## config.mk

```make
export PLATFORM = sky130hd
export DESIGN_NAME = sent_tx_pulse_gen
export DESIGN_NICKNAME = d
export VERILOG_FILES = /design/src/rtl/sent_tx_pulse_gen.sv
export SDC_FILE = /design/constraint.sdc
export NUM_CORES = 1
export LEC_CHECK = 0
export ABC_AREA = 1
export CORE_ASPECT_RATIO = 1.4
export CORE_MARGIN = 2
export CORE_UTILIZATION = 55
export DETAILED_ROUTE_END_ITERATION = 16
export GPL_TIMING_DRIVEN = 0
export MAX_ROUTING_LAYER = met4
export PLACE_DENSITY_LB_ADDON = 0.12
export SKIP_LAST_GASP = 1
export SYNTH_ARGS = -nofsm -noshare
export SYNTH_HDL_FRONTEND = slang
export SYNTH_SLANG_ARGS = --single-unit
```

## constraint.sdc

```tcl
create_clock -name clk_tx -period 9.9 [get_ports clk_tx]
set_input_delay 1.485 -clock clk_tx [delete_from_list [all_inputs] [get_ports clk_tx]]
set_output_delay 1.485 -clock clk_tx [all_outputs]
set_load 0.01 [all_outputs]
```

## src/rtl/sent_tx_pulse_gen.sv

```systemverilog
// SENT fast-channel transmitter: turns each accepted request into one SENT frame on data_pulse.
// State | meaning: IDLE waiting for request | SYNC 56-tick sync | STATUS status nibble | DATA 6 data nibbles | CRC crc nibble | PAUSE optional pause pulse
module sent_tx_pulse_gen #(
  parameter int TICK_DIV    = 6,
  parameter int LOW_TICKS   = 5,
  parameter int PAUSE_EN    = 0,
  parameter int FRAME_TICKS = 282
) (
  input  logic        clk_tx,
  input  logic        reset_n_tx,
  input  logic        tx_valid,
  output logic        tx_ready,
  input  logic [3:0]  status_nb,
  input  logic [23:0] frame_data,
  output logic        data_pulse,
  output logic        busy,
  output logic        frame_done
);

  localparam int TW = ($clog2(FRAME_TICKS + 1) > 9) ? $clog2(FRAME_TICKS + 1) : 9;
  localparam int PW = $clog2(TICK_DIV);
  localparam logic [PW-1:0] PRESC_LOAD = PW'(TICK_DIV - 1);
  localparam logic [TW-1:0] FRAME_T    = TW'(FRAME_TICKS);
  localparam logic [TW-1:0] LOW_T      = TW'(LOW_TICKS);

  typedef enum logic [2:0] {
    S_IDLE,
    S_SYNC,
    S_STATUS,
    S_DATA,
    S_CRC,
    S_PAUSE
  } state_t;

  function automatic logic [TW-1:0] ext4(input logic [3:0] n);
    return {{(TW-4){1'b0}}, n};
  endfunction

  function automatic logic [3:0] nib_sel(input logic [23:0] d, input logic [2:0] idx);
    logic [3:0] n;
    case (idx)
      3'd0:    n = d[23:20];
      3'd1:    n = d[19:16];
      3'd2:    n = d[15:12];
      3'd3:    n = d[11:8];
      3'd4:    n = d[7:4];
      3'd5:    n = d[3:0];
      default: n = 4'h0;
    endcase
    return n;
  endfunction

  // Data bits MSB first, then four zero bits of augmentation.
  function automatic logic [3:0] crc4(input logic [23:0] d);
    logic [27:0] m;
    logic [3:0]  c;
    logic        fb;
    m = {d, 4'h0};
    c = 4'h5;
    for (int i = 27; i >= 0; i--) begin
      fb = c[3];
      c  = {c[2:0], m[i]};
      if (fb) c = c ^ 4'hD;
    end
    return c;
  endfunction

  function automatic logic [TW-1:0] sym_len(input state_t s, input logic [2:0] idx,
                                            input logic [3:0] st, input logic [23:0] d,
                                            input logic [3:0] crc, input logic [TW-1:0] pause);
    logic [TW-1:0] len;
    case (s)
      S_SYNC:   len = TW'(56);
      S_STATUS: len = TW'(12) + ext4(st);
      S_DATA:   len = TW'(12) + ext4(nib_sel(d, idx));
      S_CRC:    len = TW'(12) + ext4(crc);
      S_PAUSE:  len = pause;
      default:  len = TW'(1);
    endcase
    return len;
  endfunction

  state_t        r_state, w_state_nxt;
  logic [2:0]    r_nib_idx, w_nib_idx_nxt;
  logic [PW-1:0] r_presc, w_presc_nxt;
  logic [TW-1:0] r_tick_rem, w_tick_rem_nxt;
  logic [3:0]    r_status;
  logic [23:0]   r_data;
  logic [3:0]    r_crc;
  logic [TW-1:0] r_pause_len;
  logic          r_data_pulse;

  logic [3:0]    w_crc;
  logic [TW-1:0] w_used;
  logic [TW-1:0] w_pause_len;
  logic [TW-1:0] w_len_nxt;
  logic          w_tick;
  logic          w_sym_end;
  logic          w_last_sym;
  logic          w_load;
  logic          w_pulse_nxt;

  always_comb begin
    w_crc  = crc4(frame_data);
    w_used = TW'(152) + ext4(status_nb) + ext4(w_crc);
    for (int i = 0; i < 6; i++) w_used = w_used + ext4(frame_data[4*i +: 4]);
    // Degenerate configurations still get a pause longer than its low phase.
    if (FRAME_T > w_used + LOW_T) w_pause_len = FRAME_T - w_used;
    else                          w_pause_len = LOW_T + TW'(1);
  end

  always_comb begin
    w_state_nxt    = r_state;
    w_nib_idx_nxt  = r_nib_idx;
    w_presc_nxt    = r_presc;
    w_tick_rem_nxt = r_tick_rem;
    tx_ready       = 1'b0;
    frame_done     = 1'b0;
    w_tick         = (r_presc == '0);
    w_sym_end      = (r_state != S_IDLE) && w_tick && (r_tick_rem == '0);
    w_last_sym     = (r_state == ((PAUSE_EN != 0) ? S_PAUSE : S_CRC));

    case (r_state)
      S_IDLE: tx_ready = 1'b1;
      default: begin
        if (w_sym_end) begin
          case (r_state)
            S_SYNC: w_state_nxt = S_STATUS;
            S_STATUS: begin
              w_state_nxt   = S_DATA;
              w_nib_idx_nxt = '0;
            end
            S_DATA:
              if (r_nib_idx == 3'd5) w_state_nxt = S_CRC;
              else                   w_nib_idx_nxt = r_nib_idx + 3'd1;
            S_CRC:   w_state_nxt = (PAUSE_EN != 0) ? S_PAUSE : S_IDLE;
            default: w_state_nxt = S_IDLE;
          endcase
          if (w_last_sym) begin
            tx_ready   = 1'b1;
            frame_done = 1'b1;
          end
        end else if (w_tick) begin
          w_presc_nxt    = PRESC_LOAD;
          w_tick_rem_nxt = r_tick_rem - TW'(1);
        end else begin
          w_presc_nxt = r_presc - PW'(1);
        end
      end
    endcase

    w_load = tx_ready && tx_valid;
    if (w_load) begin
      w_state_nxt   = S_SYNC;
      w_nib_idx_nxt = '0;
    end

    // Sync length is fixed, so the next symbol length never needs the not-yet-latched inputs.
    w_len_nxt = sym_len(w_state_nxt, w_nib_idx_nxt, r_status, r_data, r_crc, r_pause_len);
    if (w_sym_end || w_load) begin
      w_presc_nxt    = PRESC_LOAD;
      w_tick_rem_nxt = w_len_nxt - TW'(1);
    end

    w_pulse_nxt = (w_state_nxt == S_IDLE) ||
                  (({1'b0, w_tick_rem_nxt} + {1'b0, LOW_T}) < {1'b0, w_len_nxt});
  end

  always_ff @(posedge clk_tx or negedge reset_n_tx) begin
    if (!reset_n_tx) begin
      r_state      <= S_IDLE;
      r_nib_idx    <= '0;
      r_presc      <= '0;
      r_tick_rem   <= '0;
      r_status     <= '0;
      r_data       <= '0;
      r_crc        <= '0;
      r_pause_len  <= '0;
      r_data_pulse <= 1'b1;
    end else begin
      r_state      <= w_state_nxt;
      r_nib_idx    <= w_nib_idx_nxt;
      r_presc      <= w_presc_nxt;
      r_tick_rem   <= w_tick_rem_nxt;
      r_data_pulse <= w_pulse_nxt;
      if (w_load) begin
        r_status    <= status_nb;
        r_data      <= frame_data;
        r_crc       <= w_crc;
        r_pause_len <= w_pause_len;
      end
    end
  end

  assign data_pulse = r_data_pulse;
  assign busy       = (r_state != S_IDLE);

endmodule

```

Word level (Yosys, flattened, before mapping) --
Index checks and enable logic that the tools add are counted. W data, S select, Z words.
Storage, ports and cells: memory bits (read-only) 0, memory bits (writable) 0, bits in latches 0, bits in registers 60, input bits 31, output and inout port bits 4, memories kept 0
Cells by class: magnitude comparators 2, add/sub/neg operators 18, muxes and demuxes 52, reductions and logical operators 12, shift-type cells 0, equal/unequal tests 17, multipliers 0, divide/modulo/power cells 0, bitwise logic cells 27
Operators by type and width (count):
- $mux W4 | 27
- $not A3 Y3 | 26
- $add A9 B4 Y9 | 7
- $mux W9 | 5
- $pmux W9 S5 | 1
- $mux W3 | 12
- $pmux W4 S6 | 1
- $eq A3 B2 Y1 const B | 6
- $eq A3 B3 Y1 const B | 6
- $sub A9 B1 Y9 const B | 2
- $add A4 B4 Y5 const A | 3
- $logic_not A3 Y1 | 4
- $add A9 B3 Y10 const B | 1
- $lt A10 B9 Y1 | 1
- $add A8 B4 Y9 const A | 1
- $add A9 B3 Y9 const B | 1
- $eq A3 B1 Y1 const B | 3
- $gt A9 B9 Y1 const A | 1
- $logic_not A9 Y1 | 1
- $pmux W3 S3 | 1
- $sub A9 B9 Y9 const A | 1
- $pmux W3 S2 | 1
- $mux W1 | 4
- $add A3 B1 Y3 const B | 1
- 8 further kinds | 11

Logic depth before layout (Yosys ltp) --
Gate-level depths: netlist (run 1).
word-level depth 63, gate-level depth with buffers 50, depth with buffers taken out 50

Worst setup path before layout (run 1) --
OpenSTA, ideal clock, no wires.
kind in2reg, start point input port frame_data[15], end point register r_pause_len[8], path buffers 0, setup slack 2.641 ns, setup time 0.067 ns, stages 41, required time 9.833 ns, arrival time 7.192 ns, cells stage by stage xnor2_1 xor2_1 xor2_1 inv_1 nand2_1 nand2_1 nand2_1 nand2_1 inv_1 nand2_1 nand2_1 nand2_1 nand2_1 nand2_1 nand2_1 nand2_1 nand2_1 nand2_1 [5 not listed] inv_1 fa_1 inv_1 fa_1 fa_1 fa_1 inv_1 a21oi_1 nor2_1 nor2_1 nor2_1 inv_1 nand2_1 nand4_1 a21boi_0 o21ai_1 o2111ai_1 nand2_1
On the way: cells in the longest elaborated chain, start to end 41
Ends and longest elaborated chain:
- start, declared | RTL line 14 | input logic [23:0] frame_data,
- $not A3 Y3 (no line)
- $mux W4 (2 in series) | RTL line 63 | if (fb) c = c ^ 4'hD;
- $not A3 Y3 (no line)
- $mux W4 | RTL line 63
- $not A3 Y3 (no line)
- $mux W4 (2 in series) | RTL line 63
- $mux W4 or $not A3 Y3 (tied branches)
- $not A3 Y3 (no line) or $mux W4 (tied branches)
- [19 not listed]
- $not A3 Y3 (no line)
- $mux W4 | RTL line 63
- $add A9 B4 Y9 | RTL line 105 | w_used = TW'(152) + ext4(status_nb) + ext4(w_crc);
- $add A9 B4 Y9 (3 in series) | RTL line 106 | for (int i = 0; i < 6; i++) w_used = w_used + ext4(frame_data[4*i +: 4]);
- $add A9 B4 Y9 * (3 in series) | RTL line 106
- $add A9 B3 Y9 | RTL line 108 | if (FRAME_T > w_used + LOW_T) w_pause_len = FRAME_T - w_used;
- $gt A9 B9 Y1 | RTL line 108
- $mux W9 * | RTL line 108
- end signal, assigned | RTL line 190 | r_pause_len <= w_pause_len;
- end, declared | RTL line 90 | logic [TW-1:0] r_pause_len;
Every way passes the cells marked *; elsewhere a longest branch is shown, timed or not. A chain may end at the register's enable or synchronous reset.

Final worst setup path (run 1) --
start point input port frame_data[23], end point register r_pause_len[7]
RTL lines:
- $not A3 Y3 (no line)
- $mux W4 * | RTL line 63
- $not A3 Y3 (no line)
- $mux W4 * (4 in series) | RTL line 63
- $not A3 Y3 (no line) or $mux W4 (tied branches)
- $mux W4 * | RTL line 63
- $not A3 Y3 (no line) or $mux W4 (tied branches)
- $mux W4 * (3 in series) | RTL line 63
- [24 not listed]
- $not A3 Y3 (no line) or $mux W4 (tied branches)
- $mux W4 * | RTL line 63
- net w_crc[2] | RTL line 93 | logic [3:0] w_crc;
- $add A9 B4 Y9 * | RTL line 105
- $add A9 B4 Y9 * (6 in series) | RTL line 106
- $add A9 B3 Y9 | RTL line 108
- $gt A9 B9 Y1 | RTL line 108
- $mux W9 * | RTL line 108
Mark *: on every way through the listed nets, which the timed path passes. The rest lies on a longest branch.

==> run summary, run 1 <==
In the finished design, the share of the clock period the worst path needs comes to 85.0%. The number of buffer and inverter stages on the critical path is 11. Grouping stages by cell kind, the critical path spends the most delay in adder cells.

Of all nets on the critical path, the largest fanout is 9. The worst register-to-register path begins at r_presc[1]. Setup repair after global routing left no endpoint under its margin. The share of flip-flops with an asynchronous set or reset after synthesis came out at 100%. STA classifies the critical path startpoint as a primary input. The setup slack of the worst register-to-register path came out at 4.48 ns.

In the layout the commonest cells are sky130_fd_sc_hd__nand2_1, sky130_fd_sc_hd__inv_1, sky130_fd_sc_hd__nor2_1, sky130_fd_sc_hd__nand3_1, sky130_fd_sc_hd__dfrtp_1. The most critical setup path has its startpoint at frame_data[23]. The maximum frequency from static timing analysis is 119 MHz. The warning count from the yosys run is 0.

The tree built by TritonCTS fans out to 60 sinks. The number of iterations in the first detailed-routing pass is 4. The via count of the first global-routing pass is 5085.

The number of maximum-capacitance violations came out at 0. Counting flops with a built-in enable in the synthesized netlist gives 0. The starting utilization of the core area is 56.6%.

After synthesis the cells add up to 0.00564 mm2. The clock latency of the later-clocked register in the worst-skew pair is 0.34 ns. Of the cells placed in the final design, the portion with a size suffix greater than 1 is 8.43%. The quantity of I/O buffers inserted on ports came out at 34. The part of the Yosys area used for sequential elements is 26.7%. The synthesized area per cell came out at 7.02 um2.

The kind of critical path is primary input to flip-flop. The number of pins with negative max-slew slack in the final report is 0. The library cell used most frequently in the layout, excluding fill and tap cells, is sky130_fd_sc_hd__nand2_1.

The area growth from synthesis to final layout came out at 14.6%. Following the worst setup path forward leads to its endpoint at r_pause_len[7]. The path class of the tightest hold or removal check is flip-flop to flip-flop.

The cell count after synthesis came out at 803. The number of setup buffers added after CTS came out at 0. The largest net degree at the start of global routing came out at 42. After the first detailed-routing iteration, the DRC count stood at 248. The terminus of the critical flop-to-flop path is data_pulse. Clock-pin slew was measured on the worst setup and hold paths at 0.05 ns. The maximum level of the CTS H-tree is 3. The core region is 0.00995 mm2. CTS placed an instance of sky130_fd_sc_hd__clkbuf_16 at the clock tree root. The vias per cell is 5.21.

The post-DP HPWL is 11.8 mm. Setup violations remaining at the end of the flow were counted as 0. The TritonCTS clock tree is built. Summing over every cut layer, the via total after detailed routing is 5154.

The routed wirelength normalized by instance count is 14.4 um. The setup clock skew after layout is 0.00543 ns. The number of hold violations in the final report came out at 0.

The number of cells on the critical path came out at 48. The first-pass GRT wire length came out at 22.8 mm. In this run, post-CTS hold repair placed 0 buffers. Synthesis produced a netlist with a net count of 888. The post-cts sizing count is 0. The die covers 0.0111 mm2. The final period demand of the worst path is 8.41 ns. The initial antenna violation count is 0. The global-route congestion overflow total is 0. Across every metal layer, demand over resource in global routing totals 27.8%. The worst setup path is captured at a flip-flop. The number of distinct library cells after synthesis is 46. The clock buffer count from CTS is 9. The total I/O pin count is 35. sky130_fd_sc_hd__dfrtp_1 takes more of the synthesized area than any other cell.

The clock passes through at most 2 buffers. The post-route setup TNS came out at 0 ns. The floorplan step set the die height to 124 um. The transition time of the tightest slew-check pin is 0.585 ns. The final weighted congestion in routability-driven placement is 0.938. The flow ran to the end, and the final reports show no timing, DRC or antenna violations.

The cell count of the worst reg-to-reg path is 34. The number of register bits inferred by synthesis came out at 60. Data on the critical path is required at its endpoint by 10.15 ns.

The area share of the largest cell type after synthesis came out at 26.2%. The slowest stage of the critical path is the sky130_fd_sc_hd__fa_1 cell. By area the synthesized netlist is led by sky130_fd_sc_hd__dfrtp_1, sky130_fd_sc_hd__nand2_1, sky130_fd_sc_hd__inv_1, sky130_fd_sc_hd__fa_1, sky130_fd_sc_hd__ha_1. The cell row count is 43. The largest stage delay on the critical path came out at 0.51 ns. The die is 89.6 um wide.

In the synthesized netlist the dominant register cell turns out to be sky130_fd_sc_hd__dfrtp_1. The overall routed net length is 14.2 mm. Headroom to the max-slew limit came out at 60.7%. In this design, the critical path's most frequently occurring cell is sky130_fd_sc_hd__nand2_1. After detailed routing, the number of remaining DRC violations is 0. The antenna diode instance count came out at 0. The number of fill cells in the layout came out at 928. STA puts the critical path data arrival time at 8.66 ns. The number of nets with antenna violations after detailed routing came out at 0.

The final net count is 934.
==> tightest hold or removal path, stage by stage (launching register included) <==
cell	delay [ns]
sky130_fd_sc_hd__dfrtp_1	0.34
sky130_fd_sc_hd__nand2_1	0.06
sky130_fd_sc_hd__nand2_1	0.05
==> worst min path at each step <==
stage	start	end	slack, ns	cells past startpoint
CTS	r_crc[2]	r_crc[2]	0.48	2
floorplan	r_crc[2]	r_crc[2]	0.45	2
global placement	r_status[0]	r_status[0]	0.47	2
global route	r_crc[2]	r_crc[2]	0.49	2
detailed placement	r_crc[2]	r_crc[2]	0.47	2
finish	r_crc[2]	r_crc[2]	0.48	2
==> per-stage QoR <==
| step | util (%) | setup WS (ns) | hold WS (ns) | instances | cell area [um2] |
|---|---|---|---|---|---|
| 2_1_floorplan | - | 2.64 | 0.449 | 803 | 5640 |
| 3_3_place_gp | 61.8 | 1.48 | 0.467 | 972 | 6150 |
| 3_5_place_dp | 61.9 | 1.28 | 0.465 | 973 | 6160 |
| 4_1_cts | 64.9 | 1.59 | 0.480 | 989 | 6460 |
| 5_1_grt | 64.9 | 0.674 | 0.486 | 989 | 6460 |
| 6_report | 64.9 | 1.49 | 0.475 | 989 | 6460 |
==> cell usage after synthesis, types with 10 or more instances <==
library cell,n
sky130_fd_sc_hd__dfrtp_1,59
sky130_fd_sc_hd__fa_1,23
sky130_fd_sc_hd__a21oi_1,18
sky130_fd_sc_hd__nand2_1,227
sky130_fd_sc_hd__nand4_1,14
sky130_fd_sc_hd__nor2_2,10
sky130_fd_sc_hd__xnor2_1,14
sky130_fd_sc_hd__inv_1,136
sky130_fd_sc_hd__o21ai_0,36
sky130_fd_sc_hd__ha_1,31
sky130_fd_sc_hd__xor2_1,25
sky130_fd_sc_hd__nor2_1,59
sky130_fd_sc_hd__nand2_2,12
sky130_fd_sc_hd__inv_2,11
sky130_fd_sc_hd__nand3_1,59
==> cell families after synthesis <==
family / synth area share (%)
and+or+nand+nor: 32.7
adders and majority gates: 15.0
xor gates and xnor gates: 6.46
buffers and inverters: 10.7
DFF: 26.7
AOI/OAI and AO/OA: 8.43
==> final cells by class <==
class                   instances  area [um2]  share of cell area [%]
multi-input cells             584        3530                    54.6
flip-flops and latches         60        1500                    23.3
inverters                     149         559                    8.65
repair buffers                 35         355                    5.50
clock buffers                   9         225                    3.48
well taps                     135         169                    2.61
clock inverters                 7        75.1                    1.16
plain buffers                  10        46.3                   0.716
==> registers in the layout, indices dropped and copies added (netlist names) <==
name / cells
r_data: 24
r_tick_rem: 9
r_status: 4
r_crc: 4
data_pulse: 1
r_nib_idx: 3
r_state: 3
r_pause_len: 9
r_presc: 3
==> metal layers <==
layer / share of wire [%] / GRT usage [%]
met5: 0 / -
met4: 3.4 / 13.7
met3: 2.2 / 3.38
met2: 55 / 50.4
met1: 40 / 28.9
Power of run 1 is not shown: default switching activity piles up to over one toggle a cycle in this logic, so the estimate is an artifact.
==> run 2: changes to the inputs <==
- clock period: 9.9 -> 8.2 ns (I/O delays scaled with it)
==> run 2 against run 1 <==
  * Global-route usage did not move
  * Clock-buffer cell count is the same
  * Flip-flop and latch count unchanged
  * Sequential share of layout area decreased by 0.36 points
  * First-iteration DRC count is 8.1% higher
  * Clock skew about the same
  * Wire length grew 0.59%
==> run summary, run 2 (synthesis gave the netlist of run 1 again) <==
In this run the critical register-to-register path is launched from r_presc[1]. The horizontal die dimension is 89.6 um (unchanged). The first-pass GRT wire length is 22.8 mm (unchanged).

The largest registers in the layout are r_data x24, r_pause_len x9, r_tick_rem x9. The clock latency of the later-clocked register in the worst-skew pair came out at 0.34 ns (about the same). The number of hold violations in the final report came to 0 (unchanged).

The initial antenna violation count came to 0 (unchanged). The total I/O pin count was 35 (unchanged). The post-DP HPWL is 11.8 mm (unchanged).

The number of cells on the worst hold path was 2 (unchanged). The leading cell type in the layout, fill and taps excluded is sky130_fd_sc_hd__nand2_1. The top cell types in the final layout, fill and taps aside, are sky130_fd_sc_hd__nand2_1, sky130_fd_sc_hd__inv_1, sky130_fd_sc_hd__nand3_1, sky130_fd_sc_hd__dfrtp_1, sky130_fd_sc_hd__nor2_1. The flow ran to the end, and the final reports show no timing, DRC or antenna violations. The quantity of I/O buffers inserted on ports is 34 (unchanged). The routed via count is 5222 (+1.3%). The DRC violation count after routing is 0 (unchanged). The final weighted congestion in routability-driven placement is 0.938 (unchanged). From synthesis to final layout, the design area changed by 16.4%. The placed cell area is 0.00616 mm2 (unchanged). The height of the chip is 124 um (unchanged). The worst hold path begins at r_crc[2]. The cell count of the worst reg-to-reg path was 34 (unchanged). The setup slack of the worst register-to-register path is 2.76 ns (-1.72 ns). The worst setup path is of the primary input to flip-flop kind. The number of iterations in the first detailed-routing pass was 5 (+1). The final instance area came out at 0.00656 mm2 (+1.6%). The share of layout cells above drive strength 1 came to 10.1% (+1.7 points). The starting utilization of the core area came to 56.6% (unchanged). The area inside the core boundary is 0.00995 mm2 (unchanged). The overall routed net length is 14.3 mm (+0.59%). The maximum buffer depth of the clock tree came to 2 (unchanged). The top fanout value on the critical path is 5 (-4). Subtracting the final worst setup slack from the clock period gives 7.61 ns. The global-route congestion overflow total is 0 (unchanged).

Among all stages on the critical path, the largest delay is contributed by sky130_fd_sc_hd__fa_1. The count of non-filler cells in the finished layout is 993 (+0.40%). The final net count came out at 938 (+0.43%). The setup clock skew after layout is 0.00517 ns (-0.000263 ns). The post-route clock period utilization is 92.8%.

The cell count after placement was 973 (unchanged). The total clock sinks is 60 (unchanged). Counting stages on the worst path, the most repeated cell is sky130_fd_sc_hd__nand2_1. The largest net degree at the start of global routing is 42 (unchanged). The number of flip-flops under the largest register name is 24 (unchanged). The critical path data arrival time came to 7.82 ns (-0.84 ns). The number of nets with antenna violations after detailed routing is 0 (unchanged). The antenna diode instance count is 0 (unchanged). The number of maximum-capacitance violations came to 0 (unchanged). The post-route setup TNS is 0 ns (unchanged). The maximum level of the CTS H-tree came out at 3 (unchanged). The routed wirelength normalized by instance count came out at 14.4 um (+0.19%). The terminus of the critical flop-to-flop path is data_pulse. The worst slew margin relative to its limit was 62.6% (+1.9 points). The largest stage delay on the critical path came out at 0.51 ns (about the same). The total routing resource utilization after global routing came out at 27.8% (unchanged). The final setup violation count is 0 (unchanged). The total die area came out at 0.0111 mm2 (unchanged). The vias per cell came out at 5.26 (+0.91%). The clock buffer count from CTS is 9 (unchanged).

TritonCTS built the clock tree. The cell sitting at the root of the clock tree is a sky130_fd_sc_hd__clkbuf_16. The endpoint of the worst hold path is r_crc[2].

The transition time of the tightest slew-check pin is 0.560 ns (-0.0251 ns). The via count of the first global-routing pass is 5085 (unchanged). The cell row count came to 43 (unchanged). The number of pins with negative max-slew slack in the final report came to 0 (unchanged).

The critical path data required time came to 8.40 ns (-1.75 ns). The clock slew at the register clock pins of the worst setup and hold paths came out at 0.05 ns (about the same). The class of the tightest hold or removal check is flip-flop to flip-flop. Static timing analysis puts the maximum clock frequency at 131 MHz. The initial detailed-routing violation count came to 268 (+8.1%). The category of the worst setup path launch point is a primary input. r_data holds more flip-flops than any other register.

The endpoint type of the worst setup path is a flip-flop.
-- run 2: cell types whose count changed in the layout (fill, tap and decap cells not counted), moves of 3 or more --
cell / previous run / this run
sky130_fd_sc_hd__clkdlybuf4s50_1: 33 / 25
sky130_fd_sc_hd__xnor2_2: 0 / 3
sky130_fd_sc_hd__dlymetal6s2s_1: 0 / 8
sky130_fd_sc_hd__buf_4: 0 / 3
sky130_fd_sc_hd__xnor2_1: 14 / 11
-- run 2: layout make-up --
class / count / area, um2
Multi-Input combinational cell: 585 / 3590
Sequential cell: 60 / 1500
Buffer: 10 / 46.3
Fill cell: 908 / 3390
Clock inverter: 7 / 75.1
Inverter: 149 / 559
Timing Repair Buffer: 38 / 398
Clock buffer: 9 / 225
Tap cell: 135 / 169
-- run 2: how the worst max path moves through the flow --
stage	from	endpoint	cells after the start	slack, ns
finish	frame_data[19]	r_pause_len[7]	45	0.59
global placement	frame_data[16]	r_pause_len[8]	42	0.03
floorplan	frame_data[15]	r_pause_len[8]	41	1.20
global route	frame_data[19]	r_pause_len[7]	45	-0.01
detailed placement	frame_data[16]	r_pause_len[7]	46	-0.17
CTS	frame_data[16]	r_pause_len[7]	46	0.15
-- run 2: per-stage QoR --
stage               util, %  hold WS, ns  setup slack [ns]
finish                 65.9        0.477             0.587
detailed placement     61.9        0.465            -0.168
CTS                    64.9        0.480             0.148
floorplan                 -        0.449              1.20
global placement       61.8        0.467            0.0331
global route           65.9        0.486           -0.0143
-- run 2: timing repair --
item,4_1_cts,5_1_grt
setup endpoints to repair,0,9
endpoints found under the hold margin,0,0
gates resized for setup,0,22
hold buffers,0,0
setup buffers,0,3
-- run 2: critical path: cells and delay by family --
family                     cells  cell delay, ns
adders and majority gates      7            2.67
AOI/OAI and AO/OA              4            0.46
buffers and inverters         11            1.04
and+or+nand+nor               20            1.93
xor gates and xnor gates       3            0.50
-- run 2: layer usage --
| layer | track usage, % | vias to the layer above | routed length (um) |
|---|---|---|---|
| met2 | 50.4 | 110 | 7790 |
| met3 | 3.38 | 33 | 374 |
| met5 | - | - | 0 |
| met4 | 13.7 | 0 | 611 |
| li1 | - | 2623 | - |
| met1 | 28.9 | 2456 | 5520 |
Power of run 2 is left out for the same reason.
